<file path="config.mk">
export PLATFORM = sky130hd
export DESIGN_NAME = ram_req_ctrl
export DESIGN_NICKNAME = d
export VERILOG_FILES = /design/src/rtl/ram_req_ctrl.sv
export SDC_FILE = /design/constraint.sdc
export NUM_CORES = 1
export LEC_CHECK = 0
export ABC_AREA = 1
export CORE_MARGIN = 5
export CORE_UTILIZATION = 45
export DETAILED_ROUTE_END_ITERATION = 8
export PLACE_DENSITY = 0.69
export SKIP_CTS_REPAIR_TIMING = 1
export SLEW_MARGIN = 10
export SYNTH_ARGS = -nofsm -noshare
export SYNTH_HDL_FRONTEND = slang
export SYNTH_SLANG_ARGS = --single-unit
</file>
<file path="constraint.sdc">
create_clock -name clk -period 1.7 [get_ports clk]
set_input_delay 0.17 -clock clk [delete_from_list [all_inputs] [get_ports clk]]
set_output_delay 0.17 -clock clk [all_outputs]
set_load 0.05 [all_outputs]
</file>
<file path="src/rtl/ram_req_ctrl.sv">
`timescale 1ns/1ps
`default_nettype none
// ----------------------------------------------------------------------------
// ram_req_ctrl : in-order request sequencer in front of a single-port RAM.
// Rev 1.0
// ----------------------------------------------------------------------------
module ram_req_ctrl #(
  parameter int WIDTH      = 8,
  parameter int DEPTH      = 32,
  parameter int FIFO_DEPTH = 4,
  localparam int AW        = $clog2(DEPTH),
  localparam int CW        = $clog2(FIFO_DEPTH) + 1
) (
  input  logic             clk,
  input  logic             rst,
  input  logic             req_valid,
  output logic             req_ready,
  input  logic             req_write,
  input  logic [AW-1:0]    req_addr,
  input  logic [WIDTH-1:0] req_wdata,
  output logic             rsp_valid,
  input  logic             rsp_ready,
  output logic [WIDTH-1:0] rsp_rdata,
  output logic             ram_wr_en,
  output logic             ram_rd_en,
  output logic [AW-1:0]    ram_address,
  output logic [WIDTH-1:0] ram_data_in,
  input  logic [WIDTH-1:0] ram_data_out,
  output logic             busy,
  output logic [CW-1:0]    fifo_count
);

  localparam int PW = CW - 1;

  typedef enum logic [1:0] {
    S_IDLE   = 2'd0,
    S_ISSUE  = 2'd1,
    S_RDWAIT = 2'd2,
    S_RESP   = 2'd3
  } state_t;

  state_t state_q, state_d;

  logic             fifo_wr_q   [FIFO_DEPTH];
  logic [AW-1:0]    fifo_addr_q [FIFO_DEPTH];
  logic [WIDTH-1:0] fifo_data_q [FIFO_DEPTH];
  logic [PW-1:0]    wr_ptr_q;
  logic [PW-1:0]    rd_ptr_q;
  logic [CW-1:0]    count_q;

  logic             is_wr_q;
  logic [AW-1:0]    addr_q;
  logic [WIDTH-1:0] wdata_q;
  logic             wr_en_q;
  logic             rd_en_q;
  logic [WIDTH-1:0] rdata_q;

  logic push;
  logic pop;
  logic fifo_empty;

  // No bypass: a full FIFO refuses even when a pop is happening this cycle.
  assign req_ready  = !rst && (count_q != CW'(FIFO_DEPTH));
  assign push       = req_valid && req_ready;
  assign fifo_empty = (count_q == '0);

  // Request buffer; pointers wrap naturally because FIFO_DEPTH is a power of two.
  always_ff @(posedge clk) begin
    if (rst) begin
      wr_ptr_q <= '0;
      rd_ptr_q <= '0;
      count_q  <= '0;
    end else begin
      if (push) begin
        fifo_wr_q[wr_ptr_q]   <= req_write;
        fifo_addr_q[wr_ptr_q] <= req_addr;
        fifo_data_q[wr_ptr_q] <= req_wdata;
        wr_ptr_q              <= wr_ptr_q + PW'(1);
      end
      if (pop) begin
        rd_ptr_q <= rd_ptr_q + PW'(1);
      end
      case ({push, pop})
        2'b10:   count_q <= count_q + CW'(1);
        2'b01:   count_q <= count_q - CW'(1);
        default: count_q <= count_q;
      endcase
    end
  end

  always_ff @(posedge clk) begin
    if (rst) begin
      state_q <= S_IDLE;
    end else begin
      state_q <= state_d;
    end
  end

  always_comb begin
    state_d = state_q;
    pop     = 1'b0;
    case (state_q)
      S_IDLE: begin
        if (!fifo_empty) begin
          pop     = 1'b1;
          state_d = S_ISSUE;
        end
      end
      S_ISSUE: begin
        state_d = is_wr_q ? S_IDLE : S_RDWAIT;
      end
      S_RDWAIT: begin
        state_d = S_RESP;
      end
      S_RESP: begin
        if (rsp_ready) begin
          state_d = S_IDLE;
        end
      end
      default: begin
        state_d = S_IDLE;
      end
    endcase
  end

  // Strobes are set by the pop so they are high exactly for the ISSUE cycle.
  always_ff @(posedge clk) begin
    if (rst) begin
      is_wr_q <= 1'b0;
      addr_q  <= '0;
      wdata_q <= '0;
      wr_en_q <= 1'b0;
      rd_en_q <= 1'b0;
      rdata_q <= '0;
    end else begin
      wr_en_q <= pop && fifo_wr_q[rd_ptr_q];
      rd_en_q <= pop && !fifo_wr_q[rd_ptr_q];
      if (pop) begin
        is_wr_q <= fifo_wr_q[rd_ptr_q];
        addr_q  <= fifo_addr_q[rd_ptr_q];
        wdata_q <= fifo_data_q[rd_ptr_q];
      end
      if (state_q == S_RDWAIT) begin
        rdata_q <= ram_data_out;
      end
    end
  end

  assign ram_wr_en   = wr_en_q;
  assign ram_rd_en   = rd_en_q;
  assign ram_address = addr_q;
  assign ram_data_in = wdata_q;
  assign rsp_valid   = (state_q == S_RESP);
  assign rsp_rdata   = rdata_q;
  assign busy        = !fifo_empty || (state_q != S_IDLE);
  assign fifo_count  = count_q;

endmodule
`default_nettype wire

</file>
==> flow_summary.json <==
{
  "worst-setup-path-type": "reg2reg",
  "drc_errors": 0,
  "cts_tree": "built",
  "cts_made_buffers": 9,
  "critical_path.n_buffers_inverters": 2,
  "cp_cell_sequence": "nor2_4 -> nand2_2 -> nand3_4 -> ha_4 -> inv_4 -> fa_2 -> inv_2 -> nand2_1 -> nand3_2 -> nand2_2 -> nand2_2 -> nor2_1",
  "power.share.sequential": 0.354,
  "clk_root_buffer_cell": "clkbuf_8",
  "critPathRequiredTime_ns": 1.96,
  "synth.yosys.seq_area_share": 0.6138,
  "hold_path_startpoint": "rsp_ready",
  "synthesis.area_um2": 3881,
  "slew_viol_final": 0,
  "multiInputGateArea_um2": 1094,
  "number_of_h_tree_branching_levels": 3,
  "placement.io_buffers": 54,
  "min_period_ns": 1.673,
  "design.final.nets": 526,
  "layout_worst_path_cycle_share": 0.9843,
  "run_status": "complete, no violations",
  "antennaDiodeCount": 0,
  "slew-limit-headroom": 0.6462,
  "synth-warning-count": 0,
  "critical_path.max_stage_delay_ns": 0.37,
  "drt_wl_total_um": 7848,
  "detailroute.via_count": 2794,
  "gp_congestion": 0.7672,
  "finalSetupViolations": 0,
  "antenna_found_initial": 0,
  "timing.critical_path.max_delay_family": "simple AND/OR/NAND/NOR gates",
  "clk_path_buf_depth": 2,
  "antenna_violating_nets_post_route": 0,
  "wl_per_cell_um": 12.99,
  "grt_pass1_vias": 2754,
  "synth-edff-count": 56,
  "regToRegStartpoint": "fifo_count[1]$_SDFFE_PP0P_",
  "global_route.usage.total": 0.1591,
  "finalSetupTns_ns": 0,
  "worst_ir_drop_vdd_mv": 0.8457,
  "cts.reportedPaths.clkPinSlew_ns": 0.09,
  "met2_capacity_usage_during_global_routing": 0.2651,
  "use_met3": 0.02909,
  "filler_cell_count": 745,
  "design.core.area_um2": 8299,
  "dpl-instance-area_um2": 4574,
  "class_of_the_tightest_hold_or_removal_check": "in2reg",
  "synthCells": 425,
  "final_layout_size_suffix_gt1_frac": 0.1463,
  "synthDistinctLibCells": 25,
  "gr-max-usage-layer": "met2",
  "power_per_cell_area_nw_per_um2": 1742,
  "net-switching-power_w": 0.003567,
  "first_iter_violations": 93,
  "die_width_um": 102.9,
  "detailedRoute.firstPassIterationCount": 4,
  "cp-start-kind": "register",
  "timing.critical_path.mode_cell": "nand2_2",
  "slowest_stage": "dfxtp_4",
  "place_inst": 585,
  "internal_cell_power_w": 0.004910,
  "tightest_slew_ns": 0.5298,
  "ys.flop_type": "edfxtp_1",
  "i_o_pin_count": 55,
  "synthesis.nets": 457,
  "layout_common_cells": "nand2_1 (106), inv_1 (81), edfxtp_1 (56)",
  "via_per_inst": 4.626,
  "grt_overflow": 0,
  "synth_seq_cells": 91,
  "final_design_area_no_fill_um2": 4866,
  "timing.critical_path.from": "fifo_count[1]$_SDFFE_PP0P_",
  "critical_path_peak_fanout": 4,
  "die_outline_area_um2": 10580,
  "final-hold-violation-count": 0,
  "clock_latency_ns": 0.35,
  "floorplan.rows": 33,
  "rsz_0062_raised_after_global_routing": "true",
  "worstPathArrival_ns": 1.93,
  "die_y_um": 102.9,
  "avgSynthCellArea_um2": 9.132,
  "timing.critical_path.to_type": "register",
  "hpwl_um": 5353,
  "grt_pass1_wl_um": 12880,
  "floorplan.initialDensity": 0.4677,
  "synthArstFlopShare": 0,
  "maxClockFrequency_mhz": 597.6,
  "tritoncts_num_sinks": 91,
  "fin_skew_ns": 0.01066,
  "drv_cap": 0,
  "leakagePower_nw": 2.322,
  "p_clk_frac": 0.182,
  "grt_start_max_net_pins": 32,
  "most_common_cell_after_layout_fill_and_taps_aside": "nand2_1",
  "area.growth.synth_to_final_pct": 25.37,
  "p_comb_frac": 0.464,
  "netSwitchingFraction": 0.4208,
  "finish.cell_count_without_fillers": 604,
  "sequential_cell_area_um2": 2394,
  "gr-usage-met1": 0.2007
}
## cells in the mapped netlist (2+ instances only)
| master | instances | area (um2) |
|---|---|---|
| nand2_1 | 110 | 412.9 |
| inv_1 | 84 | 315.3 |
| edfxtp_1 | 56 | 1682 |
| nor2_1 | 52 | 195.2 |
| dfxtp_1 | 35 | 700.7 |
| nand3_1 | 34 | 170.2 |
| o21ai_0 | 12 | 60.06 |
| a21oi_1 | 7 | 35.03 |
| buf_2 | 5 | 25.02 |
| ha_1 | 5 | 62.56 |
| buf_4 | 4 | 30.03 |
| buf_6 | 4 | 45.04 |
| nor2_4 | 3 | 33.78 |
| inv_2 | 2 | 7.510 |
| nand2_2 | 2 | 12.51 |
## final cells by class
cell class	count	area share
Inverter	87	0.06840
Clock inverter	5	0.01594
Clock buffer	11	0.02700
Sequential cell	91	0.4919
Tap cell	105	0.02700
Timing Repair Buffer	72	0.1450
Multi-Input combinational cell	233	0.2247
## worst register-to-register path, cell delays in order, from the launching register on
cell and delay, ns:
dfxtp_4 0.37, nor2_4 0.14, nand2_2 0.09, nand3_4 0.07
ha_4 0.15, inv_4 0.04, fa_2 0.37, inv_2 0.06
nand2_1 0.05, nand3_2 0.08, nand2_2 0.06, nand2_2 0.05
nor2_1 0.04
## flip-flops by register name (all words and copies together) (netlist names), named ones only
signal and count:
fifo_addr_q 20, fifo_count 3, fifo_data_q 32, fifo_wr_q 4, is_wr_q 1, ram_address 5
ram_data_in 8, ram_rd_en 1, ram_wr_en 1, rd_ptr_q 2, rsp_rdata 8, state_q 1
wr_ptr_q 2
## per-layer routing
metal,vias to the layer above,routed length [um]
met4,0,136
met3,10,474
met5,-,0
met1,1278,3414
met2,63,3822
li1,1443,-
## through the flow
stage,setup WS (ns),hold slack [ns],power (W),util
final,0.02669,0.3931,0.008477,0.5863
after global routing,-0.08494,0.3969,0.009086,0.5863
after CTS,0.006422,0.3760,0.008414,0.5764
after detailed placement,-0.1226,0.5053,0.006852,0.5512
after global placement,-0.08094,0.4741,0.006762,0.5512
after floorplan,-0.06822,0.2370,0.005845,-
## logic make-up (layout without fill, tap and decap cells)
kind of cell	after synthesis	in the layout	synth area share
flip-flops	91	91	0.6138
adder cells (fa/ha/maj)	6	6	0.02128
buffers and inverters	101	175	0.1141
AO/OA/AOI/OAI	21	21	0.02805
AND/OR/NAND/NOR	206	206	0.2228
## worst paths after layout
kind	cells after the start	slack, ns	end
min reg2reg	2	0.52	is_wr_q$_SDFFE_PP0P_
max reg2reg	12	0.03	fifo_count[2]$_SDFFE_PP0P_
min	2	0.39	register
max	12	0.03	fifo_count[2]$_SDFFE_PP0P_
## power by group through the flow
stage | combinational [W] | sequential [W] | clock (W)
after floorplan | 0.00191 | 0.00394 | 0
after global placement | 0.00372 | 0.00304 | 0
after detailed placement | 0.00379 | 0.00306 | 0
after CTS | 0.00381 | 0.00301 | 0.00160
after global routing | 0.00436 | 0.00304 | 0.00169
final | 0.00394 | 0.00300 | 0.00154
Note: power is estimated with default switching activity, not from simulation.
